==> src/rtl/max1452_pkg.sv <==
// Shared definitions for the MAX1452 configuration/scan sequencer:
// FSM state encoding, the fixed configuration byte script and the
// mux_sel field layout.
package max1452_pkg;

  typedef enum logic [2:0] {
    S_IDLE,
    S_CFG_SEND,
    S_SETTLE,
    S_CONV,
    S_WAIT_ADC
  } state_e;

  // Configuration script: config reg, FSODAC, ODAC, OTCDAC, terminator 0xFA.
  localparam int SCRIPT_LEN = 26;
  localparam int IDX_W      = $clog2(SCRIPT_LEN);

  localparam logic [0:SCRIPT_LEN-1][7:0] CFG_SCRIPT = {
    8'h01, 8'hF0, 8'h11, 8'h42, 8'h13, 8'h06, 8'h09, 8'h30, 8'h31,
    8'h32, 8'h33, 8'h36, 8'h09, 8'h00, 8'h01, 8'h02, 8'h03, 8'h16,
    8'h09, 8'h00, 8'h01, 8'h02, 8'h03, 8'h26, 8'h09, 8'hFA
  };

  // mux_sel = {F3, F2, F1}, three bits per stage of the 8:1 mux tree.
  localparam int MUX_F1_LSB = 0;
  localparam int MUX_F2_LSB = 3;
  localparam int MUX_F3_LSB = 6;

  function automatic logic [7:0] cfg_byte(input logic [IDX_W-1:0] i);
    return (int'(i) < SCRIPT_LEN) ? CFG_SCRIPT[i] : 8'h00;
  endfunction

  function automatic logic [8:0] mux_word(input logic [2:0] f3, input logic [5:0] ch);
    logic [8:0] w;
    w = '0;
    w[MUX_F3_LSB +: 3] = f3;
    w[MUX_F2_LSB +: 3] = ch[5:3];
    w[MUX_F1_LSB +: 3] = ch[2:0];
    return w;
  endfunction

endpackage

==> src/rtl/max1452_seq_timer.sv <==
// Loadable down-counter shared by the mux settle delay and the ADC timeout.
// expired_o is high while the count is 1, i.e. during the last cycle of a
// loaded interval of val_i cycles (the load cycle itself is not counted).
module max1452_seq_timer #(
  parameter int W = 13
) (
  input  logic         clk,
  input  logic         rst,
  input  logic         load_i,
  input  logic [W-1:0] val_i,
  output logic         expired_o
);

  logic [W-1:0] cnt_q;

  // Load has priority; otherwise count down and park at zero.
  always_ff @(posedge clk or posedge rst) begin
    if (rst)                cnt_q <= '0;
    else if (load_i)        cnt_q <= val_i;
    else if (cnt_q != '0)   cnt_q <= cnt_q - 1'b1;
  end

  assign expired_o = (cnt_q == W'(1));

endmodule

==> src/rtl/max1452_cfg_scan_ctrl.sv <==
// MAX1452 bench sequencer: streams the configuration script to the UART
// transmitter, then scans the mux tree channel by channel, triggering the
// LTC2315 and capturing samples. Script length comes from max1452_pkg.
// Optional feature macro: MAX1452_UNLOCK_CTRL_EN (drives UNLOCK low once
// configuration is complete; otherwise UNLOCK is tied high).
module max1452_cfg_scan_ctrl
  import max1452_pkg::*;
#(
  parameter int         NUM_CH     = 8,
  parameter logic [2:0] F3_SEL     = 3'd0,
  parameter int         SETTLE_CYC = 1000,
  parameter int         ADC_TO_CYC = 4096
) (
  input  logic        clk,
  input  logic        rst,
  input  logic        start,
  input  logic        stop,
  output logic [7:0]  tx_data,
  output logic        tx_valid,
  input  logic        tx_ready,
  output logic [8:0]  mux_sel,
  output logic        adc_start,
  input  logic        adc_done,
  input  logic [11:0] adc_data,
  output logic [11:0] sample_data,
  output logic [5:0]  sample_ch,
  output logic        sample_valid,
  output logic        scan_wrap,
  output logic        cfg_done,
  output logic        adc_err,
  output logic        unlock
);

  localparam int TMR_MAX = (SETTLE_CYC > ADC_TO_CYC) ? SETTLE_CYC : ADC_TO_CYC;
  localparam int TMR_W   = $clog2(TMR_MAX + 1);
  localparam logic [TMR_W-1:0] SETTLE_LD = TMR_W'(SETTLE_CYC);
  localparam logic [TMR_W-1:0] ADC_LD    = TMR_W'(ADC_TO_CYC);
  localparam logic [5:0]       LAST_CH   = 6'(NUM_CH - 1);
  localparam logic [IDX_W-1:0] LAST_IDX  = IDX_W'(SCRIPT_LEN - 1);

  state_e            state_q, state_d;
  logic [IDX_W-1:0]  idx_q, idx_d;
  logic [5:0]        ch_q, ch_d, ch_nxt;
  logic [7:0]        tx_data_q, tx_data_d;
  logic              tx_valid_q, tx_valid_d;
  logic [8:0]        mux_sel_q, mux_sel_d;
  logic [11:0]       sample_data_q, sample_data_d;
  logic [5:0]        sample_ch_q, sample_ch_d;
  logic              sample_valid_q, sample_valid_d;
  logic              scan_wrap_q, scan_wrap_d;
  logic              cfg_done_q, cfg_done_d;
  logic              adc_err_q, adc_err_d;
  logic              tmr_load, tmr_exp;
  logic [TMR_W-1:0]  tmr_val;
  logic              tx_fire, last_byte, wait_end;

  assign tx_fire   = tx_valid_q & tx_ready;
  assign last_byte = (idx_q == LAST_IDX);
  // adc_done takes precedence over a simultaneous timeout expiry.
  assign wait_end  = adc_done | tmr_exp;
  assign ch_nxt    = (ch_q == LAST_CH) ? 6'd0 : ch_q + 6'd1;

  max1452_seq_timer #(.W(TMR_W)) u_tmr (
    .clk       (clk),
    .rst       (rst),
    .load_i    (tmr_load),
    .val_i     (tmr_val),
    .expired_o (tmr_exp)
  );

  // State register.
  always_ff @(posedge clk or posedge rst) begin
    if (rst) state_q <= S_IDLE;
    else     state_q <= state_d;
  end

  // Next-state logic; stop aborts the scan states but not configuration.
  always_comb begin
    state_d = state_q;
    case (state_q)
      S_IDLE:     if (start) state_d = S_CFG_SEND;
      S_CFG_SEND: if (tx_fire && last_byte) state_d = S_SETTLE;
      S_SETTLE:   if (stop) state_d = S_IDLE; else if (tmr_exp) state_d = S_CONV;
      S_CONV:     state_d = stop ? S_IDLE : S_WAIT_ADC;
      S_WAIT_ADC: if (stop) state_d = S_IDLE; else if (wait_end) state_d = S_SETTLE;
      default:    state_d = S_IDLE;
    endcase
  end

  // Output / datapath next-values and the shared timer loads.
  always_comb begin
    idx_d          = idx_q;
    ch_d           = ch_q;
    tx_data_d      = tx_data_q;
    tx_valid_d     = tx_valid_q;
    mux_sel_d      = mux_sel_q;
    sample_data_d  = sample_data_q;
    sample_ch_d    = sample_ch_q;
    sample_valid_d = 1'b0;
    scan_wrap_d    = 1'b0;
    cfg_done_d     = cfg_done_q;
    adc_err_d      = adc_err_q;
    tmr_load       = 1'b0;
    tmr_val        = SETTLE_LD;
    adc_start      = (state_q == S_CONV);
    case (state_q)
      S_IDLE: if (start) begin
        idx_d      = '0;
        tx_valid_d = 1'b1;
        tx_data_d  = cfg_byte('0);
        cfg_done_d = 1'b0;
        adc_err_d  = 1'b0;
      end
      S_CFG_SEND: if (tx_fire) begin
        if (!last_byte) begin
          idx_d     = idx_q + 1'b1;
          tx_data_d = cfg_byte(idx_q + 1'b1);
        end else begin
          tx_valid_d = 1'b0;
          cfg_done_d = 1'b1;
          ch_d       = 6'd0;
          mux_sel_d  = mux_word(F3_SEL, 6'd0);
          tmr_load   = 1'b1;
        end
      end
      S_CONV: if (!stop) begin
        tmr_load = 1'b1;
        tmr_val  = ADC_LD;
      end
      S_WAIT_ADC: if (!stop && wait_end) begin
        if (adc_done) begin
          sample_data_d  = adc_data;
          sample_ch_d    = ch_q;
          sample_valid_d = 1'b1;
        end else begin
          adc_err_d = 1'b1;
        end
        scan_wrap_d = (ch_q == LAST_CH);
        ch_d        = ch_nxt;
        mux_sel_d   = mux_word(F3_SEL, ch_nxt);
        tmr_load    = 1'b1;
      end
      default: ;
    endcase
  end

  // Datapath / registered outputs.
  always_ff @(posedge clk or posedge rst) begin
    if (rst) begin
      idx_q          <= '0;
      ch_q           <= '0;
      tx_data_q      <= '0;
      tx_valid_q     <= 1'b0;
      mux_sel_q      <= mux_word(F3_SEL, 6'd0);
      sample_data_q  <= '0;
      sample_ch_q    <= '0;
      sample_valid_q <= 1'b0;
      scan_wrap_q    <= 1'b0;
      cfg_done_q     <= 1'b0;
      adc_err_q      <= 1'b0;
    end else begin
      idx_q          <= idx_d;
      ch_q           <= ch_d;
      tx_data_q      <= tx_data_d;
      tx_valid_q     <= tx_valid_d;
      mux_sel_q      <= mux_sel_d;
      sample_data_q  <= sample_data_d;
      sample_ch_q    <= sample_ch_d;
      sample_valid_q <= sample_valid_d;
      scan_wrap_q    <= scan_wrap_d;
      cfg_done_q     <= cfg_done_d;
      adc_err_q      <= adc_err_d;
    end
  end

  assign tx_data      = tx_data_q;
  assign tx_valid     = tx_valid_q;
  assign mux_sel      = mux_sel_q;
  assign sample_data  = sample_data_q;
  assign sample_ch    = sample_ch_q;
  assign sample_valid = sample_valid_q;
  assign scan_wrap    = scan_wrap_q;
  assign cfg_done     = cfg_done_q;
  assign adc_err      = adc_err_q;

`ifdef MAX1452_UNLOCK_CTRL_EN
  logic unlock_q, unlock_d;

  // UNLOCK goes low the cycle after cfg_done rises; a new start re-arms it.
  always_comb begin
    unlock_d = unlock_q;
    if (state_q == S_IDLE && start) unlock_d = 1'b1;
    else if (cfg_done_q)            unlock_d = 1'b0;
  end

  // UNLOCK register.
  always_ff @(posedge clk or posedge rst) begin
    if (rst) unlock_q <= 1'b1;
    else     unlock_q <= unlock_d;
  end

  assign unlock = unlock_q;
`else
  assign unlock = 1'b1;
`endif

endmodule

==> config.mk <==
export PLATFORM = sky130hd
export DESIGN_NAME = max1452_cfg_scan_ctrl
export DESIGN_NICKNAME = d
export VERILOG_FILES = /design/src/rtl/max1452_pkg.sv /design/src/rtl/max1452_seq_timer.sv /design/src/rtl/max1452_cfg_scan_ctrl.sv
export SDC_FILE = /design/constraint.sdc
export NUM_CORES = 1
export LEC_CHECK = 0
export BUFFER_PORTS_ARGS = -buffer_cell sky130_fd_sc_hd__buf_2
export CAP_MARGIN = 40
export CORE_ASPECT_RATIO = 2
export CORE_MARGIN = 1.5
export CORE_UTILIZATION = 40
export CTS_CLUSTER_DIAMETER = 60
export CTS_CLUSTER_SIZE = 8
export DETAILED_ROUTE_END_ITERATION = 16
export PLACE_DENSITY = 0.67
export SYNTH_ARGS = -nofsm -noshare
export SYNTH_HDL_FRONTEND = slang
export SYNTH_SLANG_ARGS = --single-unit
==> constraint.sdc <==
create_clock -name clk -period 2.5 [get_ports clk]
set_clock_uncertainty 0.15 [all_clocks]
set_input_delay 0.375 -clock clk [delete_from_list [all_inputs] [get_ports clk]]
set_output_delay 0.375 -clock clk [all_outputs]
set_load 0.05 [all_outputs]
; ---- Yosys cells after proc, flatten, opt, wreduce, memory -nomap -nowiden
; Memory sizes are Yosys's and may differ from the RTL's.
; Index checks and enable logic that the tools add are counted.
[totals]
out_inout_bits = 42
mem_bits_rw = 0
n_memories = 1
romBits = 256
register_bits = 67
word_cells = 106
latchBits = 0
input_bits = 18
[mem_list]
columns = memory, depth, word_bits, read_ports, rd_clocked_by_memory_dff, wr, line
row1 = (no name shown), 32, 8, 1, 0, 0, max1452_pkg.sv:30  ; return (int'(i) < SCRIPT_LEN) ? CFG_SCRIPT[i] : 8'h00;
[op_classes]
reduce_logical = 15
shift = 0
div_mod_pow = 0
bitwise_logic = 3
mux = 53
n_eq_ne = 16
add_sub_neg = 3
multipliers = 0
order_cmp = 2
[ops]
columns = operator, n
row1 = $mux W13, 4
row2 = $mux W8, 6
row3 = $mux W9, 3
row4 = $mux W6, 4
row5 = $mux W3, 7
row6 = $reduce_and A4 Y1, 5
row7 = $pmux W9 S2, 1
row8 = $mux W1, 17
row9 = $pmux W8 S2, 1
row10 = $mux W5, 3
row11 = $pmux W3 S5, 1
row12 = $ne A2 B2 Y1 const B, 7
row13 = $eq A13 B1 Y1 const B, 1
row14 = $reduce_bool A13 Y1, 1
row15 = $sub A13 B1 Y13 const B, 1
row16 = $pmux W6 S2, 1
row17 = $pmux W5 S2, 1
row18 = $reduce_bool A2 Y1, 4
row19 = $add A6 B1 Y6 const B, 1
row20 = $eq A3 B2 Y1 const B, 2
row21 = $eq A6 B3 Y1 const B, 1
row22 = $ge A6 B6 Y1 const B, 1
row23 = $ne A3 B3 Y1 const B, 2
row24 = $not A5 Y6, 1
row25 = 13 further kinds, 16

; ---- Longest topological paths before layout
; Gate-level depths: netlist of the first run.
[depth]
ltp_word = 9
ltp_mapped = 8
depth_no_buf = 7

; ---- Hierarchy
; From an unflattened synthesis of the first run, not the netlist that was laid out.
[hier_totals]
cells_unflattened = 337
hier_area_um2 = 3313.2
[by_module_without_submodules]
columns = module, cells_each, seq_area_each_um2, area_per_inst_um2, instances
row1 = max1452_cfg_scan_ctrl, 248, 1126.1, 2499.9, 1
row2 = max1452_seq_timer, 89, 325.3, 813.3, 1

; ---- Least setup slack after synthesis of the first run
; No wires, ideal clock.
[synth_path]
kind = register to register
startpoint = reg idx_q[0]
endpoint = reg tx_data_q[5], in the netlist tx_data[5]
arrival_ps = 2024
stages_incl_launch_ff = 8
setup_ps = 121
path_buffers = 1
period_less_slack_ps = 2295
required_time_ps = 2229
setup_slack_ps = 205
path_cell_list = dfrtp_1 ha_1 clkbuf_1 nand4b_1 o221a_2 a32o_1 a31o_2 a22o_1
[synth_between]
elab_chain_len = 9
elab_cells_between_ends = 13
cone_classes = add/sub: 1 / order compare: 1 / eq/ne: 2 / mux: 6 / bitwise: 1 / reduce/logical: 1 / memory: 1
[synth_lines]
columns = item, line
row1 = "start, declared", max1452_cfg_scan_ctrl.sv:42  ; logic [IDX_W-1:0] idx_q, idx_d;
row2 = "start signal, assigned", max1452_cfg_scan_ctrl.sv:162  ; idx_q <= idx_d;
row3 = $add A5 B1 Y5, max1452_cfg_scan_ctrl.sv:117  ; tx_data_d = cfg_byte(idx_q + 1'b1);
row4 = $not A5 Y6 (not written as such), max1452_pkg.sv:30
row5 = $mem_v2 Z32 W8, --
row6 = $mux W8 (not written as such) (2 in a row), max1452_pkg.sv:30
row7 = $mux W8, max1452_pkg.sv:30
row8 = $mux W8, max1452_cfg_scan_ctrl.sv:115  ; if (!last_byte) begin
row9 = $mux W8, max1452_cfg_scan_ctrl.sv:114  ; S_CFG_SEND: if (tx_fire) begin
row10 = $pmux W8 S2, max1452_cfg_scan_ctrl.sv:106  ; case (state_q)
row11 = "end signal, assigned", max1452_cfg_scan_ctrl.sv:164  ; tx_data_q <= tx_data_d;
row12 = "end, declared", max1452_cfg_scan_ctrl.sv:44  ; logic [7:0] tx_data_q, tx_data_d;
; Parallel ways exist; a longest one is shown, timed or not. The select of a mux whose other input is x is not followed.
; A chain may end at the register's enable or synchronous reset.

; ---- Final worst setup path of the first run
[layout_path]
startpoint = reg u_tmr.cnt_q[4]
endpoint = reg mux_sel_q[5], in the netlist mux_sel[5]
[layout_between]
elab_chain_len = 5
[layout_lines]
columns = item, line
row1 = "start, declared", max1452_seq_timer.sv:14  ; logic [W-1:0] cnt_q;
row2 = "start signal, assigned", max1452_seq_timer.sv:19  ; else if (load_i) cnt_q <= val_i;
row3 = "start signal, assigned", max1452_seq_timer.sv:20  ; else if (cnt_q != '0) cnt_q <= cnt_q - 1'b1;
row4 = $eq A13 B1 Y1, max1452_seq_timer.sv:23  ; assign expired_o = (cnt_q == W'(1));
row5 = $or A1 B1 Y1, max1452_cfg_scan_ctrl.sv:60  ; assign wait_end = adc_done | tmr_exp;
row6 = $logic_and A1 B1 Y1, max1452_cfg_scan_ctrl.sv:130  ; S_WAIT_ADC: if (!stop && wait_end) begin
row7 = $ne A2 B2 Y1 (no line), --
row8 = $reduce_and A4 Y1 (no line), --
row9 = "end signal, assigned", max1452_cfg_scan_ctrl.sv:154  ; mux_sel_q <= mux_word(F3_SEL, 6'd0);
row10 = "end signal, assigned", max1452_cfg_scan_ctrl.sv:166  ; mux_sel_q <= mux_sel_d;
row11 = "end, declared", max1452_cfg_scan_ctrl.sv:46  ; logic [8:0] mux_sel_q, mux_sel_d;
; Every way passes these cells.

==> flow_metrics.tcl, run 1 <==
set metrics [dict create \
    port_buffers 55 \
    yosysMostFrequentCell "dfrtp_1" \
    grtUsageTotal_pct 19.12 \
    cp.required_ns 2.60 \
    clk_pin_slew_worst_paths_ns 0.05 \
    synth_flop_cell "dfrtp_1" \
    setup_viol 0 \
    synth-seq-cells 58 \
    wl_per_cell_um 15.57 \
    netlist.area_leader.share_pct 46.74 \
    synth.avg_cell_area_um2 9.985 \
    cap_violations 0 \
    pre_cts_slack_ns 0.1409 \
    grt_antenna_before_repair 0 \
    period_minus_slack_ns 2.370 \
    total_power_mw 4.857 \
    post_dp_cell_area_um2 3548 \
    ir_worst_vdd_mv 0.5862 \
    remaining_drc_errors 0 \
    start_util_pct 41.16 \
    cp_max_fo 9 \
    h-tree-depth 3 \
    p_leak_nw 1.863 \
    final_nets 405 \
    cts.sinks 58 \
    dieHeight_um 127.6 \
    drive_gt1_share_pct 30.55 \
    ant_nets 0 \
    yosys.area.top_type "dfrtp_1" \
    start_kind "register" \
    diodes 0 \
    status "completed" \
    fin_crit_sh_pct 94.82 \
    end_kind "register" \
    critical_path_class "reg2reg" \
    crit_chain "or4_4 > nor3_4 > a21oi_2 > or4_1 > a21oi_1" \
    whs_path_depth 2 \
    min_to "sample_data[7]$_DFFE_PP0P_" \
    slew_violations 0 \
    cts_tree "built" \
    rsz0062_at_grt "no" \
    synthArstFlopShare_pct 100.0 \
    hold_slack_ns 0.1293 \
    cp_num_buf_inv 0 \
    fin_util_pct 51.69 \
    worst_pin_slew_ns 0.5245 \
    drtPass1Iterations 4 \
    synthToLayoutAreaGrowth_pct 25.58 \
    hp-class "in2reg" \
    core_um2 7545 \
    clock_latency_ns 0.33 \
    dp_cells 460 \
    fmax_mhz 421.9 \
    overflow 0 \
    ys.warnings.count 0 \
    cts-root-buf "clkbuf_16" \
    fin_cells 477 \
    numCtsBuffers 9 \
    post_cts_buffers 0 \
    critPathArrivalTime_ns 2.47 \
    pwr_density_cell_nw_per_um2 1245 \
    dieArea_um2 8334 \
    syn-cell-area_um2 3105 \
    die_w_um 65.31 \
    synth.cells.most_frequent "dfrtp_1 (58), nand2_1 (27), o21ai_0 (23)" \
    gp_congestion 0.8759 \
    reg2regPathDepth 5 \
    crit_family "simple AND/OR/NAND/NOR gates" \
    synth_cell_types 51 \
    r2r_setup_slack_ns 0.13 \
    cpPeakStageDelay_ns 0.60 \
    fin_tns_setup_ns 0 \
    syn_inst 311 \
    grt_pass1_vias 2567 \
    dp_hpwl_mm 5.470 \
    synth-edff-count 0 \
    seq_area_frac_synth_pct 46.74 \
    worst_slack_ns 0.1296 \
    slowest_stage "or4_4" \
    hp-start "adc_data[7]" \
    r2r_end "mux_sel[5]$_DFFE_PP0P_" \
    hold_violations 0 \
    grt_pass1_wl_mm 12.12 \
    synth_area_leaders "dfrtp_1 (47%), mux2_2 (6.9%), o21ai_0 (3.7%)" \
    vias_per_cell 5.505 \
    num_io_pins 60 \
    max-clock-path-buffers 2 \
    drt_iter0_markers 131 \
    slew_headroom_pct 64.91 \
    rows 45 \
    r2r-start "u_tmr.cnt_q[4]$_DFFE_PP0P_" \
    final_cell_area_um2 3900 \
    vias 2626 \
    grt_max_degree 59 \
    routed_wirelength_mm 7.425 \
]
final cells by class:
type	instances	area, um2
clock inverters	4	72.57
fillers	702	3645
inverters	9	33.78
flip-flops and latches	58	1451
repair buffers	71	410.4
multi-input cells	229	1548
well taps	94	117.6
clock buffers	12	266.5
state kept, by name (all words and copies together) (netlist names):
register / flops
u_tmr.cnt_q: 13
sample_data: 12
tx_data: 8
mux_sel: 6
sample_ch: 6
idx_q: 5
state_q: 3
adc_err: 1
cfg_done: 1
sample_valid: 1
scan_wrap: 1
tx_valid: 1
kinds of logic (layout without fill, tap and decap cells):
logic type | after synthesis | count (layout) | share of synthesized area, %
and+or+nand+nor | 111 | 111 | 19.22
AOI/OAI and AO/OA | 70 | 70 | 15.03
DFF | 58 | 58 | 46.74
buffers and inverters | 26 | 96 | 3.747
muxes | 19 | 19 | 6.890
xor gates and xnor gates | 16 | 16 | 4.512
adders and majority gates | 9 | 9 | 3.626
other | 2 | 4 | 0.2418
timing repair:
item                                   4_1_cts  5_1_grt
hold buffers                                 1        0
endpoints found under the hold margin       58        0
gates resized for setup                      0        1
setup endpoints to repair                    0        1
per-layer routing:
layer  routed length [um]  vias up  GRT usage, %
met5                    0        -             0
met4                  231        0         10.54
met3                  316       17         4.049
met2                 4097       83         34.15
met1                 2781     1280         20.25
li1                     -     1246             -
report_power, final:
part | leakage [nW] | internal (mW) | total [mW] | switching (mW)
Sequential | 0.764 | 1.24 | 1.50 | 0.258
Clock | 0.165 | 0.950 | 1.36 | 0.409
Combinational | 0.934 | 0.664 | 2.00 | 1.33
Total | 1.86 | 2.86 | 4.86 | 2.00
cells in the final DEF, fill, tap and decap left out, drive strengths merged, types with 5 or more instances in the layout:
cell type and n:
dfrtp 58, nand2b 5, inv 9, nor2 22
a32o 5, a21oi 12, nand3 13, ha 9
o31ai 8, clkbuf 12, nand3b 5, buf 70
nor3 7, mux2 19, o21ai 23, xnor2 11
nand2 27, xor2 5
worst max-delay path by stage:
stage	end	from	slack (ns)	cells past startpoint
after floorplan	tx_data[5]$_DFFE_PP0P_	idx_q[0]$_DFFE_PP0P_	0.21	7
after global placement	tx_data[4]$_DFFE_PP0P_	idx_q[1]$_DFFE_PP0P_	0.17	5
after detailed placement	mux_sel[5]$_DFFE_PP0P_	u_tmr.cnt_q[4]$_DFFE_PP0P_	0.14	5
after CTS	mux_sel[5]$_DFFE_PP0P_	u_tmr.cnt_q[4]$_DFFE_PP0P_	0.12	5
after global routing	mux_sel[5]$_DFFE_PP0P_	u_tmr.cnt_q[4]$_DFFE_PP0P_	0.006	5
final	mux_sel[5]$_DFFE_PP0P_	u_tmr.cnt_q[4]$_DFFE_PP0P_	0.13	5
Power figures use the tool's default switching activity.
==> run 2: changes to the inputs <==
Settings changed: CORE_ASPECT_RATIO 2 to 1.1.
==> run 2 against run 1 <==
- maximum frequency up 1.5%
- non-clock buffer count down 4
- utilization down 1.4 points
- sequential share of layout area up 1.4 points
- cell count up 1.5%
- clock-buffer cell count unchanged
- largest cell class unchanged
- highest routed layer unchanged
==> flow_metrics.tcl, run 2 (synthesis gave the netlist of run 1 again) <==
set metrics [dict create \
    status "completed" \
    cp.required_ns 2.62 \
    num_io_pins 60 \
    crit_chain "or4_4 > nor3_4 > a21oi_2 > or4_1 > a21oi_1" \
    seq_area_um2 1451 \
    ant_nets 0 \
    worst_slack_ns 0.1649 \
    hp-class "in2reg" \
    grt_pass1_vias 2470 \
    gp_congestion 0.8458 \
    final_common_cell "dfrtp_1" \
    grt_pass1_wl_mm 11.67 \
    critPathArrivalTime_ns 2.45 \
    pwr_density_cell_nw_per_um2 1153 \
    min_to "sample_data[11]$_DFFE_PP0P_" \
    dp_cells 467 \
    drt_iter0_markers 201 \
    grt_antenna_before_repair 0 \
    wl_per_cell_um 14.07 \
    clk_pin_slew_worst_paths_ns 0.06 \
    r2r-start "u_tmr.cnt_q[4]$_DFFE_PP0P_" \
    max-clock-path-buffers 2 \
    cts_tree "built" \
    r2r_setup_slack_ns 0.16 \
    whs_path_depth 2 \
    slew_headroom_pct 57.34 \
    slew_violations 0 \
    cts.sinks 58 \
    start_util_pct 41.55 \
    reg2regPathDepth 5 \
    dp_hpwl_mm 4.962 \
    diodes 0 \
    grtUsageTotal_pct 18.30 \
    clock_latency_ns 0.34 \
    vias 2513 \
    hold_slack_ns 0.1147 \
    end_kind "register" \
    n_fill_cell 701 \
    ir_worst_vdd_mv 0.6557 \
    rows 33 \
    grt_max_degree 32 \
    setup_viol 0 \
    port_buffers 55 \
    hp-start "adc_data[11]" \
    die_w_um 87.01 \
    vias_per_cell 5.192 \
    cap_violations 0 \
    p_leak_nw 1.788 \
    drt-met1-wl_mm 3.188 \
    overflow 0 \
    rsz0062_at_grt "no" \
    post_cts_buffers 0 \
    drive_gt1_share_pct 29.82 \
    largest_reg_flops 13 \
    routed_wirelength_mm 6.810 \
    final_cell_area_um2 3761 \
    critical_path_class "reg2reg" \
    core_um2 7473 \
    crit_family "simple AND/OR/NAND/NOR gates" \
    wl_met3_um 431 \
    hold_violations 0 \
    cts-root-buf "clkbuf_8" \
    drtPass1Iterations 4 \
    final_cell_mix "dfrtp_1 (58), buf_2 (55), nand2_1 (27)" \
    met2WireLength_mm 3.107 \
    r2r_end "mux_sel[5]$_DFFE_PP0P_" \
    dieHeight_um 95.41 \
    final_nets 401 \
    cpPeakStageDelay_ns 0.59 \
    pre_cts_slack_ns 0.1100 \
    numCtsBuffers 9 \
    start_kind "register" \
    regMostFlops "u_tmr.cnt_q" \
    synthToLayoutAreaGrowth_pct 21.11 \
    post_dp_cell_area_um2 3532 \
    h-tree-depth 3 \
    fin_cells 484 \
    routed.top_layer "met4" \
    multiInputGateArea_um2 1559 \
    cp_max_fo 9 \
    slowest_stage "or4_4" \
    cp_num_buf_inv 0 \
    fmax_mhz 428.2 \
    period_minus_slack_ns 2.335 \
    fin_crit_sh_pct 93.41 \
    worst_pin_slew_ns 0.6389 \
    dieArea_um2 8302 \
    remaining_drc_errors 0 \
]
[run 2: cell count changes in the layout (fill, tap and decap cells not counted), sizes merged]
| cell | delta |
|---|---|
| bufinv | -1 |
| clkinvlp | +1 |
| buf | -4 |
[run 2: timing repair]
| item | 4_1_cts | 5_1_grt |
|---|---|---|
| resized for setup | 0 | 2 |
| hold buffers | 1 | 0 |
| setup endpoints to repair | 0 | 5 |
| hold endpoints to repair | 27 | 0 |
[run 2: cell type report]
| cell class | count | area share, % |
|---|---|---|
| Timing Repair Buffer | 67 | 10.11 |
| Sequential cell | 58 | 38.59 |
| Tap cell | 105 | 3.493 |
| Clock inverter | 4 | 1.331 |
| Clock buffer | 12 | 4.125 |
| Multi-Input combinational cell | 229 | 41.45 |
| Inverter | 9 | 0.8982 |
[run 2: stage by stage]
step | setup TNS, ns | power, mW | utilization [%]
final | 0 | 4.335 | 50.33
after global routing | 0 | 4.644 | 50.33
after CTS | 0 | 4.376 | 50.14
after detailed placement | 0 | 3.464 | 47.26
after global placement | -0.002987 | 3.435 | 47.26
after floorplan | 0 | 2.995 | -
[run 2: power by group]
part / total, mW / switching (mW) / internal (mW)
logic: 1.96 / 1.30 / 0.652
registers: 1.49 / 0.253 / 1.24
clock network: 0.885 / 0.373 / 0.513
total: 4.34 / 1.93 / 2.41
[run 2: per-layer routing]
metal  up-vias  GRT usage (%)
met1      1183          24.07
li1       1236              -
met3        10          5.368
met5         -              0
met4         0          7.258
met2        84          28.29
[run 2: worst max path at each step]
stage                               startpoint                endpoint  depth (start not counted)  slack (ns)
global route        u_tmr.cnt_q[4]$_DFFE_PP0P_  mux_sel[5]$_DFFE_PP0P_                          5        0.04
global placement          idx_q[1]$_DFFE_PP0P_  tx_data[7]$_DFFE_PP0P_                          5      -0.003
CTS                       idx_q[1]$_DFFE_PP0P_  tx_data[6]$_DFFE_PP0P_                          5        0.08
finish              u_tmr.cnt_q[4]$_DFFE_PP0P_  mux_sel[5]$_DFFE_PP0P_                          5        0.16
detailed placement        idx_q[1]$_DFFE_PP0P_  tx_data[6]$_DFFE_PP0P_                          5        0.11
floorplan                 idx_q[0]$_DFFE_PP0P_  tx_data[5]$_DFFE_PP0P_                          7        0.21
==> run 3: changes to the inputs <==
Settings changed: CORE_UTILIZATION 40 to 46, PLACE_DENSITY 0.67 to 0.74, SLEW_MARGIN set to 20.
==> run 3 against run 2 <==
- clock-buffer cell count down 3
- non-clock buffer count down 3
- via count up 3.7%
- combinational power about the same
- largest cell class unchanged
==> flow_metrics.tcl, run 3 (synthesis gave the netlist of run 1 again) <==
set metrics [dict create \
    comb_power_share_pct 43.7 \
    setup_viol 0 \
    start_util_pct 47.38 \
    critical_path_class "reg2reg" \
    vias 2607 \
    cts_tree "built" \
    fmax_mhz 419.6 \
    start_kind "register" \
    max-clock-path-buffers 2 \
    post_dp_cell_area_um2 3481 \
    grt_antenna_before_repair 0 \
    switching_share_pct 44.55 \
    hp-start "adc_data[1]" \
    hold_violations 0 \
    period_minus_slack_ns 2.383 \
    end_kind "register" \
    fin_tns_setup_ns 0 \
    grt_max_degree 41 \
    routed_wirelength_mm 7.026 \
    hp-class "in2reg" \
    num_io_pins 60 \
    grt_pass1_wl_mm 11.42 \
    synthToLayoutAreaGrowth_pct 20.23 \
    cp.required_ns 2.58 \
    final_cell_area_um2 3734 \
    final_nets 398 \
    diodes 0 \
    dieArea_um2 7253 \
    wl_per_cell_um 15.34 \
    seqPwrFrac_pct 34.5 \
    p_leak_nw 1.773 \
    grt_pass1_vias 2388 \
    die_w_um 81.34 \
    fin_util_pct 56.96 \
    clock_power_share_pct 21.8 \
    dp_hpwl_mm 5.106 \
    numCtsBuffers 9 \
    h-tree-depth 3 \
    largest_reg_flops 13 \
    cp_max_fo 10 \
    drive_gt1_share_pct 29.79 \
    ant_nets 0 \
    rows 31 \
    pwr_density_cell_nw_per_um2 1185 \
    core_um2 6555 \
    cts.sinks 58 \
    regMostFlops "u_tmr.cnt_q" \
    drtPass1Iterations 4 \
    gp_congestion 0.9461 \
    overflow 0 \
    drt_iter0_markers 143 \
    cts-root-buf "clkbuf_8" \
    fin_crit_sh_pct 95.34 \
    port_buffers 55 \
    clock_latency_ns 0.34 \
    r2r-start "idx_q[0]$_DFFE_PP0P_" \
    startpoint "idx_q[0]$_DFFE_PP0P_" \
    remaining_drc_errors 0 \
    p_sw_mw 1.971 \
    post_cts_buffers 0 \
    final_common_cell "dfrtp_1" \
    ir_worst_vdd_mv 0.6531 \
    hold_slack_ns 0.1117 \
    intPower_mw 2.454 \
    final_cell_mix "dfrtp_1 (58), buf_2 (55), nand2_1 (26)" \
    grtUsageTotal_pct 20.92 \
    status "completed" \
    slew_headroom_pct 63.47 \
    dieHeight_um 89.18 \
    clk_pin_slew_worst_paths_ns 0.07 \
    slew_violations 0 \
    cap_violations 0 \
    critPathArrivalTime_ns 2.46 \
    vias_per_cell 5.692 \
    worst_pin_slew_ns 0.5480 \
]
## run 3: worst paths after layout
| check | cells after the start | endpoint | slack, ns |
|---|---|---|---|
| hold / removal | 2 | sample_data[1]$_DFFE_PP0P_ | 0.11 |
| min in group asynchronous | 3 | idx_q[1]$_DFFE_PP0P_ | 0.47 |
| hold reg to reg | 1 | tx_data[6]$_DFFE_PP0P_ | 0.34 |
| max in group asynchronous | 4 | u_tmr.cnt_q[2]$_DFFE_PP0P_ | 1.17 |
| setup / recovery | 7 | tx_data[4]$_DFFE_PP0P_ | 0.12 |
| setup reg to reg | 7 | tx_data[4]$_DFFE_PP0P_ | 0.12 |
## run 3: per-stage QoR
stage                     total power, mW  cells  worst slack (ns)
after floorplan                     2.995    313            0.2053
after global placement              3.415    441            0.1215
after detailed placement            3.462    441           0.09861
after CTS                           4.446    458           0.08067
after global routing                4.722    458        -0.0002620
final                               4.425    458            0.1166
## run 3: critical path, cell delays in order, from the launching register on
cell and delay, ns:
dfrtp_1 0.53, ha_1 0.46, buf_4 0.22, xnor2_1 0.13, nor3_1 0.18, nor2_1 0.06, a211o_1 0.29, a32o_1 0.25
## run 3: area by class of cell
type,instances,area (um2)
fill,582,2821
clock inverter,7,102.6
multi-input combinational,229,1562
timing repair buffer,64,357.8
sequential,58,1451
tap,82,102.6
inverter,9,33.78
clock buffer,9,123.9
## run 3: power by group through the flow
stage | Clock, mW | Combinational [mW] | Sequential, mW
floorplan | 0 | 0.936 | 2.06
global placement | 0 | 1.89 | 1.52
detailed placement | 0 | 1.92 | 1.54
CTS | 0.982 | 1.94 | 1.52
global route | 1.03 | 2.12 | 1.57
finish | 0.964 | 1.94 | 1.53
## run 3: timing repair
| action | in CTS | in global routing |
|---|---|---|
| resized for setup | 0 | 3 |
| hold buffers | 1 | 0 |
| endpoints found under the hold margin | 18 | 0 |
| endpoints found under the setup margin | 0 | 7 |
## run 3: routing by layer
metal,track usage [%],wire length (um)
met5,0,0
met4,7.053,92
met3,7.347,460
met2,33.13,3403
met1,26.64,3068
